### config.mk
export PLATFORM = sky130hd
export DESIGN_NAME = clk_div_multi_flat
export DESIGN_NICKNAME = d
export VERILOG_FILES = /design/src/rtl/clk_div_multi_if.sv /design/src/rtl/clk_div_multi.sv /design/src/flat_wrapper.sv
export SDC_FILE = /design/constraint.sdc
export NUM_CORES = 1
export LEC_CHECK = 0
export CORE_UTILIZATION = 52
export CTS_CLUSTER_DIAMETER = 100
export DETAILED_ROUTE_END_ITERATION = 12
export DONT_BUFFER_PORTS = 1
export PLACE_DENSITY = 0.67
export REMOVE_ABC_BUFFERS = 1
export SKIP_CTS_REPAIR_TIMING = 1
export SYNTH_ARGS = -nofsm -noshare
export SYNTH_HDL_FRONTEND = slang
export SYNTH_SLANG_ARGS = --single-unit
### constraint.sdc
create_clock -name clk -period 4.14 [get_ports clk]
set_input_delay 0.828 -clock clk [delete_from_list [all_inputs] [get_ports clk]]
set_output_delay 0.828 -clock clk [all_outputs]
set_load 0.01 [all_outputs]
### src/rtl/clk_div_multi_if.sv
// Divisor programming bus for clk_div_multi: one-cycle write request,
// registered acknowledge and per-channel pending-shadow status.
interface clk_div_multi_if #(
  parameter int CH    = 4,
  parameter int CNT_W = 16
);
  localparam int CHW = (CH > 1) ? $clog2(CH) : 1;

  logic             div_wr;
  logic [CHW-1:0]   div_ch;
  logic [CNT_W-1:0] div_val;
  logic             div_ack;
  logic [CH-1:0]    div_pend;

  modport master (output div_wr, div_ch, div_val, input div_ack, div_pend);
  modport slave  (input div_wr, div_ch, div_val, output div_ack, div_pend);
endinterface

### src/rtl/clk_div_multi.sv
// clk_div_multi: CH-channel runtime-programmable clock divider / strobe
// generator. The top decodes the shared divisor write bus; each lane owns
// its counter, active/shadow divisor pair and registered outputs.
module clk_div_multi #(
  parameter int CH      = 4,
  parameter int CNT_W   = 16,
  parameter int DEF_DIV = 8
) (
  input  logic          clk,
  input  logic          aclr_n,
  input  logic [CH-1:0] en,
  input  logic          sync,
  input  logic [CH-1:0] mode,
  clk_div_multi_if.slave bus,
  output logic [CH-1:0] outclock,
  output logic [CH-1:0] tick
);
  localparam int            CHW  = (CH > 1) ? $clog2(CH) : 1;
  localparam logic [CHW:0]  CH_L = (CHW+1)'(CH);

  if (CH < 1 || CH > 16) begin : g_bad_ch
    $error("clk_div_multi: CH must be in 1..16");
  end
  if (DEF_DIV < 2 || longint'(DEF_DIV) >= (longint'(1) << CNT_W)) begin : g_bad_div
    $error("clk_div_multi: DEF_DIV must be >= 2 and < 2**CNT_W");
  end

  logic             wr_ok;
  logic [CNT_W-1:0] wval;
  logic [CH-1:0]    pend;

  // writes aimed past the last channel are dropped; divisors below 2 clamp to 2
  assign wr_ok        = bus.div_wr && ({1'b0, bus.div_ch} < CH_L);
  assign wval         = (bus.div_val < CNT_W'(2)) ? CNT_W'(2) : bus.div_val;
  assign bus.div_pend = pend;

  // acknowledge pulse one cycle after an accepted write
  always_ff @(posedge clk or negedge aclr_n) begin
    if (!aclr_n) bus.div_ack <= 1'b0;
    else         bus.div_ack <= wr_ok;
  end

  for (genvar i = 0; i < CH; i++) begin : g_lane
    clk_div_lane #(.CNT_W(CNT_W), .DEF_DIV(DEF_DIV)) u_lane (
      .clk      (clk),
      .aclr_n   (aclr_n),
      .en       (en[i]),
      .sync     (sync),
      .mode     (mode[i]),
      .wr       (wr_ok && (bus.div_ch == CHW'(i))),
      .wval     (wval),
      .pend     (pend[i]),
      .outclock (outclock[i]),
      .tick     (tick[i])
    );
  end
endmodule

// One divider channel. A period starts on leaving idle, on sync, or on the
// wrap from D-1; that is the only point the active divisor may change while
// running, so the output never sees a truncated or stretched phase.
module clk_div_lane #(
  parameter int CNT_W   = 16,
  parameter int DEF_DIV = 8
) (
  input  logic             clk,
  input  logic             aclr_n,
  input  logic             en,
  input  logic             sync,
  input  logic             mode,
  input  logic             wr,
  input  logic [CNT_W-1:0] wval,
  output logic             pend,
  output logic             outclock,
  output logic             tick
);
  localparam logic [CNT_W-1:0] DEF = CNT_W'(DEF_DIV);

  logic [CNT_W-1:0] cnt, act, shd, cnt_inc, half;
  logic             run, start;

  // period-start decode and next-count values; half = ceil(D/2) without overflow
  always_comb begin
    cnt_inc = cnt + CNT_W'(1);
    half    = (act >> 1) + {{(CNT_W-1){1'b0}}, act[0]};
    start   = !run || sync || (cnt == act - CNT_W'(1));
  end

  // counter, divisor pair and registered outputs, all from the next count
  always_ff @(posedge clk or negedge aclr_n) begin
    if (!aclr_n) begin
      cnt      <= '0;
      act      <= DEF;
      shd      <= DEF;
      pend     <= 1'b0;
      run      <= 1'b0;
      outclock <= 1'b0;
      tick     <= 1'b0;
    end else if (!en) begin
      // going or staying idle: flush any shadow, a same-cycle write wins
      run      <= 1'b0;
      cnt      <= '0;
      tick     <= 1'b0;
      outclock <= 1'b0;
      pend     <= 1'b0;
      if (wr)        act <= wval;
      else if (pend) act <= shd;
    end else if (start) begin
      // new period: a write landing on this edge bypasses the shadow
      run      <= 1'b1;
      cnt      <= '0;
      tick     <= 1'b1;
      outclock <= 1'b1;
      pend     <= 1'b0;
      if (wr)        act <= wval;
      else if (pend) act <= shd;
    end else begin
      cnt      <= cnt_inc;
      tick     <= 1'b0;
      outclock <= !mode && (cnt_inc < half);
      if (wr) begin
        shd  <= wval;
        pend <= 1'b1;
      end
    end
  end
endmodule

### src/flat_wrapper.sv
// flat-port wrapper written by rule: the top's interface ports become plain ports
module clk_div_multi_flat 
#(
  parameter int CH      = 4,
  parameter int CNT_W   = 16,
  parameter int DEF_DIV = 8
)
  (clk, aclr_n, en, sync, mode, outclock, tick, bus_div_wr, bus_div_ch, bus_div_val, bus_div_ack, bus_div_pend);
  clk_div_multi_if #(.CH(CH), .CNT_W(CNT_W)) bus_i ();
  input  logic clk;
  input  logic aclr_n;
  input  logic [CH-1:0] en;
  input  logic sync;
  input  logic [CH-1:0] mode;
  output logic [CH-1:0] outclock;
  output logic [CH-1:0] tick;
  input wire logic [$bits(bus_i.div_wr)-1:0] bus_div_wr;
  input wire logic [$bits(bus_i.div_ch)-1:0] bus_div_ch;
  input wire logic [$bits(bus_i.div_val)-1:0] bus_div_val;
  output wire logic [$bits(bus_i.div_ack)-1:0] bus_div_ack;
  output wire logic [$bits(bus_i.div_pend)-1:0] bus_div_pend;
  assign bus_i.div_wr = bus_div_wr;
  assign bus_i.div_ch = bus_div_ch;
  assign bus_i.div_val = bus_div_val;
  assign bus_div_ack = bus_i.div_ack;
  assign bus_div_pend = bus_i.div_pend;
  clk_div_multi #(.CH(CH), .CNT_W(CNT_W), .DEF_DIV(DEF_DIV)) u_core (.clk(clk), .aclr_n(aclr_n), .en(en), .sync(sync), .mode(mode), .bus(bus_i), .outclock(outclock), .tick(tick));
endmodule
==> results.sh <==
export IMPL_synthCells=1381
export IMPL_finalNetCount=1408
export IMPL_io_pins=43
export IMPL_finalCritPeriodShare_pct=92.6
export IMPL_leakagePower_nw=6.19
export IMPL_swShare_pct=28.9
export IMPL_crit_slowest_cell="or4_4"
export IMPL_fin_skew_ns=0.0137
export IMPL_dr_pass1_iters=5
export IMPL_grtUsageTotal_pct=23.2
export IMPL_dieArea_um2=26600
export IMPL_clock_path_buffers=3
export IMPL_coreArea_um2=25300
export IMPL_power_density_nw_per_um2=414
export IMPL_power_mw=5.92
export IMPL_cp_end_kind="register"
export IMPL_power_switching_mw=1.71
export IMPL_dp_cells=1606
export IMPL_hpwl_mm=20.9
export IMPL_final_antenna_net_count=0
export IMPL_vdd_ir_drop_worst_v=0.000394
export IMPL_cts_tree="built"
export IMPL_instances_no_fill=1649
export IMPL_min_path_type="in2async"
export IMPL_antenna_found_initial=1
export IMPL_die_h_um=163
export IMPL_avgViaCountPerCell=6.00
export IMPL_grt_pass1_wl_mm=50.8
export IMPL_period_minus_slack_ns=3.83
export IMPL_ys_warnings_count=0
export IMPL_root_buffer="clkbuf_16"
export IMPL_fin_ws_ns=0.308
export IMPL_internal_power_mw=4.21
export IMPL_hold_viol_final=0
export IMPL_rsz0062_at_grt="false"
export IMPL_cp_max_fo=16
export IMPL_drt_wirelength_per_cell_um=18.0
export IMPL_drt_wl_total_mm=29.6
export IMPL_clockPowerShare_pct=36.4
export IMPL_grt_pass1_vias=10100
export IMPL_rows=58
export IMPL_dpl_cell_area_um2=13500
export IMPL_final_util_pct=56.4
export IMPL_netlist_area_um2=13500
export IMPL_crit_type="reg2reg"
export IMPL_setup_viol=0
export IMPL_maxCapViolCount=0
export IMPL_final_cell_mix="dfrtp_1, xor2_1, xnor2_1, ha_1, nand3_1"
export IMPL_h_tree_depth=1
export IMPL_grt_max_degree=210
export IMPL_num_fill_cells=2191
export IMPL_p_comb_share_pct=18.2
export IMPL_port_buffers=0
export IMPL_drt_iter0_drc=678
export IMPL_vias=9902
export IMPL_status="completed"
export IMPL_area_growth_pct=5.94
export IMPL_p_seq_share_pct=45.3
export IMPL_grt_overflow=0
export IMPL_max_slew_margin_pct=23.9
export IMPL_critical_path_max_stage_delay_ns=0.54
export IMPL_die_width_um=163
export IMPL_startpoint_type="register"
export IMPL_slew_violations=0
export IMPL_tightest_slew_ns=1.14
export IMPL_drc=0
export IMPL_finalInstanceArea_um2=14300
export IMPL_crit_chain="inv_1, ha_1, or4b_4, or4_4, or4_1, a211oi_1, nand4_1, and2_1, nand2_4, mux2_2"
export IMPL_synthFlopType="dfrtp_1"
export IMPL_ys_async_sr_fraction_pct=100
export IMPL_drive_gt1_share_pct=10.5
export IMPL_ys_types=73
export IMPL_num_antenna_cells=0
export IMPL_ys_ff_latch=209
export IMPL_syn_area_per_cell_um2=9.77
export IMPL_initial_core_util_pct=53.3
export IMPL_final_common_cell="dfrtp_1"
export IMPL_clock_sinks=209
export IMPL_clock_latency_ns=0.52
export IMPL_cts_buffers=24
export IMPL_synth_edf_count=0
export IMPL_place_gp_congestion=0.837
export IMPL_dp_slack_ns=0.306
export IMPL_required_ns=4.54
export IMPL_max_freq_ghz=0.261
export IMPL_ys_seq_area_share_pct=38.9
export IMPL_cts_clk_slew_worst_paths_ns=0.06
export IMPL_cp_arrival_ns=4.23
per-layer routing:
| metal | vias up | share of wire [%] | GRT usage, % |
|---|---|---|---|
| li1 | 4778 | - | - |
| met2 | 194 | 46 | 36.9 |
| met1 | 4890 | 47 | 32.1 |
| met4 | 0 | 1.9 | 5.56 |
| met3 | 40 | 5.7 | 5.10 |
| met5 | - | 0 | 0 |
power by group through the flow:
stage	Sequential (mW)	Clock, mW	Combinational (mW)
floorplan	2.61	0	0.889
global placement	2.70	0	1.05
detailed placement	2.71	0	1.08
CTS	2.68	2.21	1.08
global route	2.73	2.30	1.22
finish	2.68	2.16	1.08
through the flow:
| step | setup TNS, ns | hold WS [ns] |
|---|---|---|
| after global placement | 0 | 0.457 |
| after global routing | 0 | -0.0204 |
| after floorplan | -7.20 | 0.439 |
| final | 0 | 0.00892 |
| after detailed placement | 0 | 0.465 |
| after CTS | 0 | -0.0174 |
worst max-delay path: cells and delay by family (launching register included):
| family | cells | cell delay [ns] |
|---|---|---|
| compound gates | 1 | 0.29 |
| fa+ha+maj | 1 | 0.18 |
| buf+inv | 1 | 0.08 |
| flops | 1 | 0.44 |
| mux | 1 | 0.36 |
| simple gates | 6 | 2.35 |
final cells by class:
cell class | instances | area, um2 | area share (%)
Sequential cell | 209 | 5240 | 36.7
Inverter | 32 | 120 | 0.841
Clock buffer | 35 | 713 | 4.99
Tap cell | 330 | 413 | 2.89
Timing Repair Buffer | 17 | 128 | 0.893
Multi-Input combinational cell | 1018 | 7580 | 53.1
Clock inverter | 8 | 92.6 | 0.648
sequential cells by signal, summed over array words and instances (netlist names):
signal / cells
u_core.bus.div_ack: 1
u_core.g_lane.u_lane.outclock: 4
u_core.g_lane.u_lane.shd: 64
u_core.g_lane.u_lane.act: 64
u_core.g_lane.u_lane.cnt: 64
u_core.g_lane.u_lane.tick: 4
u_core.g_lane.u_lane.pend: 4
u_core.g_lane.u_lane.run: 4
kinds of logic after synthesis:
family | after synthesis | share of synthesized area, %
AND/OR/NAND/NOR | 437 | 18.1
AO/OA/AOI/OAI | 248 | 13.2
flip-flops | 209 | 38.9
XOR/XNOR | 189 | 12.3
buffers and inverters | 154 | 4.96
adder cells (fa/ha/maj) | 76 | 7.05
multiplexers | 68 | 5.62
synth_stat cells (33+ instances only):
master	n	area (um2)
nor2_1	62	233
o21ai_0	33	165
nor2b_1	65	407
o22ai_1	48	300
dfrtp_1	201	5030
a2bb2oi_1	42	368
clkbuf_1	90	338
and3_1	43	269
xor2_1	96	841
nand3_1	66	330
mux2_2	59	664
nand2_1	48	180
ha_1	76	951
xnor2_1	93	815
worst paths after layout:
kind	from	endpoint	slack, ns	depth (start not counted)
setup / recovery	u_core.g_lane[2].u_lane.act[0]	u_core.g_lane[2].u_lane.shd[10]	0.31	10
hold / removal	aclr_n	u_core.g_lane[2].u_lane.cnt[8]	0.009	0
setup reg to reg	u_core.g_lane[2].u_lane.act[0]	u_core.g_lane[2].u_lane.shd[10]	0.31	10
hold reg to reg	u_core.g_lane[2].u_lane.run	u_core.g_lane[2].u_lane.tick	0.47	1
max in group asynchronous	aclr_n	u_core.g_lane[0].u_lane.act[3]	3.75	0
min in group clk	en[3]	u_core.g_lane[3].u_lane.run	0.33	0
(Power assumes the default switching activity.)
